===== src/rtl/addr_gen_upd_param.sv =====
// addr_gen_upd_param
// Read-address generator for the LSTM update-parameter stage. It walks the
// gate-delta buffer (d) and the matching operand buffer (X, H or none for
// bias) so the MAC array can accumulate dW, dU or db over T timesteps.
// Loop order: cell c (outer), operand i (middle), timestep t (inner). Each
// (c, i) pair is one accumulation run of T addresses.
//
// Ports:
//   clk, rst (sync, active low), en (0 freezes everything)
//   i_start, i_mode (0 X, 1 H, 2 bias, 3 reserved), i_timestep (T)
//   o_addr_d, o_addr_x   address pair
//   o_valid, o_zero, o_last  per-address flags
//   o_busy, o_done       sequence status
//   o_state              current FSM state (debug)
//
// Handshake: i_start is sampled only in IDLE on an en=1 edge; a legal request
// (T in 1..MAX_TIMESTEP, mode != 3) raises o_busy from the next cycle.
// o_valid qualifies o_addr_d/o_addr_x/o_zero/o_last for exactly one
// consumer cycle; there is no back-pressure other than en. o_done pulses for
// one cycle after the final address, and o_busy drops the cycle after that.
module addr_gen_upd_param #(
  parameter int ADDR_WIDTH   = 12,
  parameter int TS_WIDTH     = 4,
  parameter int MAX_TIMESTEP = 15,
  parameter int NUM_CELL     = 8,
  parameter int NUM_INPUT    = 8,
  parameter int DELAY        = 1
) (
  input  logic                  clk,
  input  logic                  rst,
  input  logic                  en,
  input  logic                  i_start,
  input  logic [1:0]            i_mode,
  input  logic [TS_WIDTH-1:0]   i_timestep,
  output logic [ADDR_WIDTH-1:0] o_addr_d,
  output logic [ADDR_WIDTH-1:0] o_addr_x,
  output logic                  o_valid,
  output logic                  o_zero,
  output logic                  o_last,
  output logic                  o_busy,
  output logic                  o_done,
  output logic [1:0]            o_state
);

  localparam int CMAX = (NUM_CELL > NUM_INPUT) ? NUM_CELL : NUM_INPUT;
  localparam int CW   = $clog2(CMAX + 1);
  localparam int GW   = (DELAY > 1) ? $clog2(DELAY) : 1;
  localparam int AW   = ADDR_WIDTH;

  typedef enum logic [1:0] {S_IDLE, S_RUN, S_GAP, S_DONE} state_t;

  state_t                r_state, w_state;
  logic [TS_WIDTH-1:0]   r_tmax, w_tmax;
  logic [1:0]            r_mode, w_mode;
  logic [TS_WIDTH-1:0]   r_t, w_t;
  logic [CW-1:0]         r_i, w_i;
  logic [CW-1:0]         r_c, w_c;
  logic [GW-1:0]         r_gap, w_gap;
  logic [AW-1:0]         r_addr_d, w_addr_d;
  logic [AW-1:0]         r_addr_x, w_addr_x;
  logic                  r_zero, w_zero;
  logic                  r_last, w_last;
  logic                  r_valid, w_valid;
  logic                  r_busy, w_busy;
  logic                  r_done, w_done;

  logic                  w_is_x, w_is_h;
  logic [CW-1:0]         w_nin_m1;
  logic                  w_final_run;
  logic                  w_start_ok;
  logic [TS_WIDTH-1:0]   w_n_t;
  logic [CW-1:0]         w_n_i, w_n_c;
  logic [AW-1:0]         w_n_addr_d, w_n_addr_x;
  logic                  w_n_zero, w_n_last;

  assign w_is_x = (r_mode == 2'd0);
  assign w_is_h = (r_mode == 2'd1);

  always_comb begin
    w_nin_m1 = '0;
    case (r_mode)
      2'd0:    w_nin_m1 = CW'(NUM_INPUT - 1);
      2'd1:    w_nin_m1 = CW'(NUM_CELL - 1);
      default: w_nin_m1 = '0;
    endcase
  end

  assign w_final_run = (r_i == w_nin_m1) && (r_c == CW'(NUM_CELL - 1));
  assign w_start_ok  = i_start && (i_timestep != '0) &&
                       (32'(i_timestep) <= MAX_TIMESTEP) && (i_mode != 2'd3);

  // Position following the current one. Addresses advance by stride only:
  // d steps by NUM_CELL per timestep and restarts at c for each new run.
  always_comb begin
    w_n_t      = r_t + 1'b1;
    w_n_i      = r_i;
    w_n_c      = r_c;
    w_n_addr_d = r_addr_d + AW'(NUM_CELL);
    w_n_addr_x = '0;
    w_n_zero   = 1'b0;
    if (w_is_x) begin
      w_n_addr_x = r_addr_x + AW'(NUM_INPUT);
    end else if (w_is_h) begin
      // t=0 presented the implicit h[-1]; real H rows start at row 0 for t=1.
      w_n_addr_x = (r_t == '0) ? AW'(r_i) : r_addr_x + AW'(NUM_CELL);
    end
    if (r_t == r_tmax) begin
      w_n_t      = '0;
      w_n_zero   = w_is_h;
      w_n_addr_x = '0;
      if (r_i != w_nin_m1) begin
        w_n_i      = r_i + 1'b1;
        w_n_addr_d = AW'(r_c);
        if (w_is_x) w_n_addr_x = AW'(r_i) + 1'b1;
      end else begin
        w_n_i      = '0;
        w_n_c      = r_c + 1'b1;
        w_n_addr_d = AW'(r_c) + 1'b1;
      end
    end
    w_n_last = (w_n_t == r_tmax);
  end

  always_comb begin
    w_state  = r_state;
    w_tmax   = r_tmax;
    w_mode   = r_mode;
    w_t      = r_t;
    w_i      = r_i;
    w_c      = r_c;
    w_gap    = r_gap;
    w_addr_d = r_addr_d;
    w_addr_x = r_addr_x;
    w_zero   = r_zero;
    w_last   = r_last;
    w_valid  = r_valid;
    w_busy   = r_busy;
    w_done   = 1'b0;
    case (r_state)
      S_IDLE: begin
        w_valid = 1'b0;
        w_busy  = 1'b0;
        if (w_start_ok) begin
          w_state  = S_RUN;
          w_tmax   = i_timestep - 1'b1;
          w_mode   = i_mode;
          w_t      = '0;
          w_i      = '0;
          w_c      = '0;
          w_addr_d = '0;
          w_addr_x = '0;
          w_zero   = (i_mode == 2'd1);
          w_last   = (i_timestep == TS_WIDTH'(1));
          w_valid  = 1'b1;
          w_busy   = 1'b1;
        end
      end
      S_RUN: begin
        if (r_last && w_final_run) begin
          w_state = S_DONE;
          w_valid = 1'b0;
          w_zero  = 1'b0;
          w_last  = 1'b0;
          w_done  = 1'b1;
        end else begin
          w_t      = w_n_t;
          w_i      = w_n_i;
          w_c      = w_n_c;
          w_addr_d = w_n_addr_d;
          w_addr_x = w_n_addr_x;
          w_zero   = w_n_zero;
          w_last   = w_n_last;
          w_valid  = 1'b1;
          if (r_last && (DELAY > 0)) begin
            // Next run's first address is already loaded; just hold it back.
            w_state = S_GAP;
            w_valid = 1'b0;
            w_gap   = GW'(DELAY - 1);
          end
        end
      end
      S_GAP: begin
        if (r_gap == '0) begin
          w_state = S_RUN;
          w_valid = 1'b1;
        end else begin
          w_gap = r_gap - 1'b1;
        end
      end
      S_DONE: begin
        w_state = S_IDLE;
        w_valid = 1'b0;
        w_busy  = 1'b0;
      end
      default: w_state = S_IDLE;
    endcase
  end

  always_ff @(posedge clk) begin
    if (!rst) begin
      r_state  <= S_IDLE;
      r_tmax   <= '0;
      r_mode   <= '0;
      r_t      <= '0;
      r_i      <= '0;
      r_c      <= '0;
      r_gap    <= '0;
      r_addr_d <= '0;
      r_addr_x <= '0;
      r_zero   <= 1'b0;
      r_last   <= 1'b0;
      r_valid  <= 1'b0;
      r_busy   <= 1'b0;
      r_done   <= 1'b0;
    end else if (en) begin
      r_state  <= w_state;
      r_tmax   <= w_tmax;
      r_mode   <= w_mode;
      r_t      <= w_t;
      r_i      <= w_i;
      r_c      <= w_c;
      r_gap    <= w_gap;
      r_addr_d <= w_addr_d;
      r_addr_x <= w_addr_x;
      r_zero   <= w_zero;
      r_last   <= w_last;
      r_valid  <= w_valid;
      r_busy   <= w_busy;
      r_done   <= w_done;
    end
  end

  // Strobes are masked while stalled; the held registers present the same
  // address again once en returns, so nothing is lost or duplicated.
  assign o_addr_d = r_addr_d;
  assign o_addr_x = r_addr_x;
  assign o_valid  = r_valid & en;
  assign o_zero   = r_zero & r_valid & en;
  assign o_last   = r_last & r_valid & en;
  assign o_busy   = r_busy;
  assign o_done   = r_done & en;
  assign o_state  = r_state;

endmodule


===== config.mk =====
export PLATFORM = sky130hd
export DESIGN_NAME = addr_gen_upd_param
export DESIGN_NICKNAME = d
export VERILOG_FILES = /design/src/rtl/addr_gen_upd_param.sv
export SDC_FILE = /design/constraint.sdc
export NUM_CORES = 1
export LEC_CHECK = 0
export ABC_CLOCK_PERIOD_IN_PS = 2600
export BUFFER_PORTS_ARGS = -buffer_cell sky130_fd_sc_hd__buf_2
export CAP_MARGIN = 20
export CORE_MARGIN = 2
export CORE_UTILIZATION = 23
export CTS_CLUSTER_DIAMETER = 50
export DETAILED_ROUTE_END_ITERATION = 7
export PLACE_DENSITY_LB_ADDON = 0.1
export RECOVER_POWER = 100
export REMOVE_ABC_BUFFERS = 1
export SYNTH_ARGS = -nofsm -noshare
export SYNTH_HDL_FRONTEND = slang
export SYNTH_SLANG_ARGS = --single-unit
export TNS_END_PERCENT = 100

===== constraint.sdc =====
create_clock -name clk -period 2.6 [get_ports clk]
set_input_delay 0.13 -clock clk [delete_from_list [all_inputs] [get_ports clk]]
set_output_delay 0.13 -clock clk [all_outputs]
set_load 0.01 [all_outputs]

== After elaboration in Yosys (flattened, before gate mapping) ==
Index checks and enable logic that the tools add are counted.

* Register bits: 50
* Output and inout bits: 31
* Logic and storage cells: 119

* Add/sub/neg operators: 9
* Eq/ne operators: 19
* Mux-type cells: 50
* Bitwise gates (word level): 6
* Reduce and logical (&&, ||, !) cells: 21

{| class="wikitable"
|+ Operator list
! kind !! number
|-
| 12-bit two-way mux || 8
|-
| 12-bit case mux with 2 select lines || 2
|-
| 4-bit two-way mux || 9
|-
| 12-bit by 4-bit adder with 12-bit output (second input constant) || 2
|-
| 4-bit case mux with 2 select lines || 3
|-
| 5-bit two-way mux || 3
|-
| 1-bit two-way mux || 14
|-
| 2-bit != test (second input constant) || 7
|-
| 4-bit by 1-bit adder with 4-bit output (second input constant) || 3
|-
| 4-bit == test || 3
|-
| 4-bit AND reduction || 3
|-
| 4-bit by 1-bit adder with 5-bit output (second input constant) || 2
|-
| 2-bit two-way mux || 4
|-
| 1-bit case mux with 2 select lines || 4
|-
| 2-bit case mux with 4 select lines || 1
|-
| 1-bit bitwise AND || 6
|-
| 2-bit by 1-bit == test with 1-bit output (second input constant) || 3
|-
| 3-bit AND reduction || 2
|-
| 6-bit AND reduction || 1
|-
| 2-bit nonzero test || 3
|-
| 5-bit AND reduction || 1
|-
| 2-bit == test (second input constant) || 2
|-
| 4-bit by 1-bit == test with 1-bit output (second input constant) || 1
|-
| 4-bit by 3-bit == test with 1-bit output (second input constant) || 1
|-
| 12 further kinds || 17
|}

== Longest topological paths before layout ==
Gate-level depths: netlist of run 1.

* Depth after elaboration: 8
* Depth in mapped cells: 9

== Worst setup path before layout of run 1 ==
No wires, ideal clock.

* Path kind: flip-flop to flip-flop
* Start: reg r_state[0] (netlist: o_state[0])
* End: reg r_addr_d[4] (netlist: o_addr_d[4])
* Arrival time: 2.153 ns
* Setup slack: 0.355 ns
* Stages on the path, launching flop included: 9
* Clock period less this slack: 2.245 ns
* Cells stage by stage: dfxtp_1 inv_1 ha_1 a21boi_0 or3_1 buf_4 or2_2 buf_2 o32ai_1

* Cells in the longest elaborated chain, start to end: 3
* Elaborated cells between the ends (all ways): 7

{| class="wikitable"
|+ Ends and longest elaborated chain
! element !! RTL line !! text
|-
| start, declared || 52 || <nowiki>state_t r_state, w_state;</nowiki>
|-
| start signal, assigned || 216 || <nowiki>r_state <= w_state;</nowiki>
|-
| 2-bit by 1-bit == test with 1-bit output or 2-bit logical NOT (tied branches) || 139 || <nowiki>case (r_state)</nowiki>
|-
| 2-bit != test (no source line) or 2-bit nonzero test (tied branches) || -- ||
|-
| 4-bit AND reduction (no source line) || -- ||
|-
| end signal, assigned || 223 || <nowiki>r_addr_d <= w_addr_d;</nowiki>
|-
| end, declared || 59 || <nowiki>logic [AW-1:0] r_addr_d, w_addr_d;</nowiki>
|}

Parallel ways exist; a longest one is shown, timed or not.
A chain may end at the register's enable or synchronous reset.

== Worst setup path after layout of run 1 ==
* Start: reg r_i[0]
* End: reg r_c[3]

* Cells in the longest elaborated chain, start to end: 5
* Elaborated cells between the ends (all ways): 7

{| class="wikitable"
|+ Ends and longest elaborated chain
! element !! RTL line !! text
|-
| start, declared || 56 || <nowiki>logic [CW-1:0] r_i, w_i;</nowiki>
|-
| start signal, assigned || 220 || <nowiki>r_i <= w_i;</nowiki>
|-
| 4-bit == test || 88 || <nowiki>assign w_final_run = (r_i == w_nin_m1) && (r_c == CW'(NUM_CELL - 1));</nowiki>
|-
| 1-bit logical AND || 88 ||
|-
| 1-bit logical AND || 159 || <nowiki>if (r_last && w_final_run) begin</nowiki>
|-
| 2-bit != test (no source line) || -- ||
|-
| 6-bit AND reduction (no source line) * || -- ||
|-
| end signal, assigned || 221 || <nowiki>r_c <= w_c;</nowiki>
|-
| end, declared || 57 || <nowiki>logic [CW-1:0] r_c, w_c;</nowiki>
|}

Every way passes the cells marked *; elsewhere a longest branch is shown, timed or not.

==> impl_metrics.toml, run 1 <==
[outcome]
outcome = "completed"

[setup_path]
start_kind = "register"
cp_max_fo = 11
reg2regPathDepth = 6
path_buf_inv = 1
cp.arrival_ns = 2.63
r2r-start = "r_i[0]$_SDFFE_PN0P_"
cpLargestDelayFamily = "simple AND/OR/NAND/NOR gates"
cp_slowest_cell = "or4b_4"
r2r_slack_ns = 0.20
crit_type = "register to register"
critical-path-max-stage-delay_ns = 0.59
end_kind = "register"
path_cells = "or4b_4, a2111oi_4, nand3b_1, clkbuf_4, o311ai_0, o31ai_1"
cp.required_ns = 2.82
timing.rr.end = "r_c[3]$_SDFFE_PN0P_"

[final_layout]
final_common_cell = "dfxtp_1"
drive_above_1_share_pct = 13.9
fill_cells = 1382
multiInputGateArea_mm2 = 0.00174
antenna_cells = 0
areaGrowthSynthToFinish_pct = 20.2
area.sequential_um2 = 981
final_area_mm2 = 0.00346
num-nets-final = 408
mostFrequentLayoutCells = "49 x dfxtp_1, 32 x clkbuf_1, 27 x nor2_1"

[global_routing]
antenna_found_initial = 0
grt_pass1_vias = 2687
grt-ovfl-total = 0
groute.usage.overall_pct = 14.2
grt_pass1_wl_mm = 14.6
grt_max_degree = 23

[die]
pin_count = 41
initial_utilization_pct = 23.7
coreArea_mm2 = 0.0121
die_area_mm2 = 0.0134
die_h_um = 116
die_w_um = 116
num_rows = 40

[job]
drv_cap = 0

[sta]
slew_violations = 0
rsz0062_at_grt = "false"
setup_viol = 0
fin_worst_skew_ns = 0.0106
fin_tns_setup_ns = 0
max_freq_mhz = 416
finalWorstSetupSlack_ns = 0.197
relSlewSlack_pct = 63.9
hold_slack_ns = 0.0480
worst_pin_slew_ns = 0.537
min_period_over_period_pct = 92.4
finalHoldViolations = 0
min_period_ns = 2.40

[routing]
vias = 2710
dr.pass1.iters = 4
antenna_left = 0
totalWireLength_mm = 8.81
drtIter0Drc = 179
via_per_inst = 4.87
wire_per_inst_um = 15.8
drc = 0

[logic_synthesis]
avgSynthCellArea_um2 = 8.53
synth.area.top_cells = "dfxtp_1 34%, ha_1 4.8%, nor2_1 3.5%"
synth_cells = 337
synth_top_area_cell = "dfxtp_1"
yosys_register_bits = 49
synth_warnings = 0
synth.cell_area_mm2 = 0.00288
synth_edf_count = 0
seq_area_frac_synth_pct = 34.1
ys_types = 67
synth_top_area_share_pct = 34.1
async_reset_ff_share_pct = 0
synthFlopType = "dfxtp_1"

[place]
numPortBuffers = 40
gp_congestion = 0.785
placed_area_mm2 = 0.00336
hpwl_mm = 6.68
dp_slack_ns = 0.174

[power]
ir_worst_vdd_uv = 201
leakagePower_nw = 1.20
power.density_mw_per_mm2 = 517

[clock_network]
tritoncts = "yes"
cts_buffers = 5
cts_max_level = 2
clk_path_buf_depth = 2
ctsRootBufferMaster = "clkbuf_16"
cts_sinks = 49
clk-insertion-delay-late_ns = 0.31
clk_pin_slew_ns = 0.07
cts.hold.buffers_added = 0

[worst_hold_path]
hold_class = "input port to register"
min_from = "i_timestep[0]"
hold_path_depth = 2
hold_end = "r_tmax[0]$_SDFFE_PN0P_"
[report_power, final]
| part | leakage, nW | switching, mW | internal, mW |
|---|---|---|---|
| Sequential | 0.396 | 0.0183 | 0.765 |
| Clock | 0.0738 | 0.319 | 0.359 |
| Combinational | 0.726 | 0.203 | 0.124 |
[metal layers]
| metal | vias up | routed length, um | GRT usage, % |
|---|---|---|---|
| li1 | 1362 | - | - |
| met1 | 1262 | 4310 | 19.2 |
| met2 | 76 | 3900 | 22.6 |
| met3 | 10 | 474 | 3.03 |
| met4 | 0 | 124 | 4.84 |
| met5 | - | 0 | 0 |
[cell usage after synthesis (5+ instances only)]
cell / instances
and2_1: 6
xnor2_1: 9
a21oi_1: 18
or4_1: 7
nor3_1: 7
inv_1: 15
mux2i_1: 7
dfxtp_1: 49
nand2_1: 22
nor2_1: 27
nand4_1: 7
or3_1: 8
clkbuf_1: 9
xor2_1: 6
nor4_1: 5
a211oi_1: 8
nand3_1: 11
o22ai_1: 7
o21ai_0: 15
ha_1: 11
[through the flow]
stage / util (%) / power, mW / std cells
floorplan: - / 0.989 / 319
global placement: 27.8 / 1.14 / 548
detailed placement: 27.8 / 1.14 / 548
CTS: 29.0 / 1.83 / 556
global route: 28.5 / 1.89 / 556
finish: 28.5 / 1.79 / 556
[worst max path at each step]
stage,start,to,cells after the start
final,r_i[0]$_SDFFE_PN0P_,r_c[3]$_SDFFE_PN0P_,6
after global routing,o_state[0]$_SDFFE_PN0P_,o_addr_d[11]$_SDFFE_PN0P_,8
after CTS,o_state[0]$_SDFFE_PN0P_,o_addr_d[10]$_SDFFE_PN0P_,7
after detailed placement,o_state[0]$_SDFFE_PN0P_,o_addr_d[8]$_SDFFE_PN0P_,8
after global placement,o_state[0]$_SDFFE_PN0P_,o_addr_d[11]$_SDFFE_PN0P_,8
after floorplan,o_state[0]$_SDFFE_PN0P_,o_addr_d[0]$_SDFFE_PN0P_,6
[flip-flops by register name, indices dropped and copies added (netlist names)]
| name | flops |
|---|---|
| r_t | 4 |
| r_tmax | 4 |
| o_addr_x | 12 |
| o_addr_d | 12 |
| r_zero | 1 |
| o_busy | 1 |
| r_last | 1 |
| r_done | 1 |
| r_i | 4 |
| r_c | 4 |
| o_state | 2 |
| r_valid | 1 |
| r_mode | 2 |
[worst register-to-register path, cell delays in order (launching register included)]
cell       delay, ns
dfxtp_1         0.31
or4b_4          0.59
a2111oi_4       0.56
nand3b_1        0.42
clkbuf_4        0.23
o311ai_0        0.13
o31ai_1         0.10
[repair_timing]
action / CTS / global route
setup buffers: 0 / 0
endpoints found under the setup margin: 0 / 5
resized for setup: 0 / 2
[layout make-up]
type,instances,area share [%]
inverter,16,1.74
sequential,49,28.4
clock buffer,5,3.62
multi-input combinational,254,50.5
clock inverter,3,0.651
tap,168,6.08
timing repair buffer,61,9.08
[cell families (layout without fill, tap and decap cells)]
family          count (synthesis)  in the layout  share of synthesized area (%)
compound gates                 92             92                           23.2
xor+xnor                       16             16                           5.40
fa+ha+maj                      11             11                           4.79
buf+inv                        34             85                           5.31
flops                          49             49                           34.1
mux                             7              7                           2.44
simple gates                  128            128                           24.8
(Power assumes the default switching activity.)
==> run 2: changes to the inputs <==
Settings changed: ABC_CLOCK_PERIOD_IN_PS 2600 to 2100.
Clock period 2.6 ns to 2.1 ns, I/O delays scaled along.
==> run 2 against run 1 <==
  * The flow now finishes with violations (setup timing)
  * Clock skew decreased by 0.0047 ns
  * Critical path type unchanged
  * Critical path depth increased by 1
  * Routed wire length increased by 9.0%
  * Combinational power increased by 74%
  * Largest power group unchanged
  * Non-clock buffer count increased by 58
==> impl_metrics.toml, run 2 (same netlist as run 1, synthesis figures left out) <==
[place]
hpwl_mm = 7.16
gp_congestion = 0.791
dp_slack_ns = -0.155
numPortBuffers = 40
dp.cells = 594

[worst_hold_path]
hold_end = "r_tmax[0]$_SDFFE_PN0P_"
min_from = "i_timestep[0]"
hold_path_depth = 3
hold_class = "input port to register"

[clock_network]
cts_buffers = 5
clk_pin_slew_ns = 0.07
tritoncts = "yes"
clk-insertion-delay-late_ns = 0.30
ctsRootBufferMaster = "clkbuf_16"
clk_path_buf_depth = 2
cts.hold.buffers_added = 0
cts_max_level = 2
cts_sinks = 49

[sta]
slew_violations = 0
finalWorstSetupSlack_ns = -0.0768
setup_viol = 23
min_period_over_period_pct = 104
rsz0062_at_grt = "true"
finalHoldViolations = 0
fin_worst_skew_ns = 0.00587
min_period_ns = 2.18
relSlewSlack_pct = 68.4
worst_pin_slew_ns = 0.472
max_freq_mhz = 459
fin_tns_setup_ns = -0.806
hold_slack_ns = 0.105

[routing]
dr.pass1.iters = 4
via_per_inst = 4.78
totalWireLength_mm = 9.60
vias = 2937
antenna_left = 0
drtIter0Drc = 131
drc = 0
wire_per_inst_um = 15.6

[power]
power.density_mw_per_mm2 = 573
leakagePower_nw = 1.59
ir_worst_vdd_uv = 213

[final_layout]
areaGrowthSynthToFinish_pct = 43.7
final_common_cell = "buf_4"
num-nets-final = 466
mostFrequentLayoutCells = "71 x buf_4, 44 x dfxtp_1, 25 x nor2_1"
fin_cells = 614
drive_above_1_share_pct = 34.3
antenna_cells = 0

[setup_path]
r2r-start = "r_i[1]$_SDFFE_PN0P_"
path_cells = "or4b_4, a2111oi_4, buf_4, or3_4, buf_6, o21ai_4, o21ba_1"
path_buf_inv = 2
cp.arrival_ns = 2.42
r2r_slack_ns = -0.08
cp_slowest_cell = "or4b_4"
cpLargestDelayFamily = "simple AND/OR/NAND/NOR gates"
timing.rr.end = "o_addr_x[10]$_SDFFE_PN0P_"
reg2regPathDepth = 7
critical-path-max-stage-delay_ns = 0.57
crit_type = "register to register"
cp.required_ns = 2.35
end_kind = "register"
cp_max_fo = 10
start_kind = "register"

[die]
initial_utilization_pct = 23.7
num_rows = 40
die_h_um = 116
die_area_mm2 = 0.0134
coreArea_mm2 = 0.0121
pin_count = 41
die_w_um = 116

[global_routing]
antenna_found_initial = 0
grt_max_degree = 22
grt-ovfl-total = 0
groute.usage.overall_pct = 14.3
grt_pass1_wl_mm = 15.0
grt_pass1_vias = 2875

[job]
drv_cap = 0

[outcome]
outcome = "finished with violations"
failed_checks = "setup timing"
## run 2: timing repair
item | CTS | global route
gates resized for setup | 19 | 33
pin swaps | 3 | 25
cloned | 0 | 4
setup buffers | 1 | 7
endpoints found under the setup margin | 38 | 38
## run 2: metrics by stage
step	utilization [%]	total power [mW]	area (um^2)
2_1_floorplan	-	1.22	2780
3_3_place_gp	30.5	1.48	3700
3_5_place_dp	30.5	1.47	3700
4_1_cts	32.3	2.35	3910
5_1_grt	34.1	2.49	4130
6_report	34.1	2.37	4130
## run 2: metal layers
| metal | global-route usage, % | vias up | share of wire (%) |
|---|---|---|---|
| met5 | 0 | - | 0 |
| met4 | 3.57 | 0 | 1.1 |
| met3 | 2.51 | 10 | 3.1 |
| met2 | 23.3 | 57 | 45 |
| met1 | 19.6 | 1394 | 51 |
| li1 | - | 1476 | - |
## run 2: tightest hold or removal path, cell delays in order
cell,delay (ns)
buf_2,0.09
buf_4,0.11
a211oi_1,0.05
## run 2: final cells by class
class,count,area (um^2)
fill,1331,7980
multi-input combinational,254,1890
sequential,49,987
timing repair buffer,119,837
tap,168,210
clock buffer,5,125
inverter,16,60.1
clock inverter,3,21.3
## run 2: how the worst max path moves through the flow
stage / from / to / slack (ns) / cells past startpoint
2_1_floorplan: o_state[0]$_SDFFE_PN0P_ / o_addr_d[0]$_SDFFE_PN0P_ / -0.40 / 6
3_3_place_gp: i_timestep[0] / o_addr_d[10]$_SDFFE_PN0P_ / -0.14 / 8
3_5_place_dp: r_i[0]$_SDFFE_PN0P_ / o_addr_x[10]$_SDFFE_PN0P_ / -0.15 / 6
4_1_cts: r_i[0]$_SDFFE_PN0P_ / r_t[2]$_SDFFE_PN0P_ / -0.05 / 6
5_1_grt: r_i[1]$_SDFFE_PN0P_ / o_addr_x[10]$_SDFFE_PN0P_ / -0.14 / 7
6_report: r_i[1]$_SDFFE_PN0P_ / o_addr_x[10]$_SDFFE_PN0P_ / -0.08 / 7
## run 2: report_power, final
| part | switching [mW] | internal [mW] | total [mW] | leakage [nW] |
|---|---|---|---|---|
| clock network | 0.387 | 0.445 | 0.832 | 0.0702 |
| logic | 0.306 | 0.263 | 0.569 | 1.12 |
| registers | 0.0167 | 0.948 | 0.965 | 0.399 |
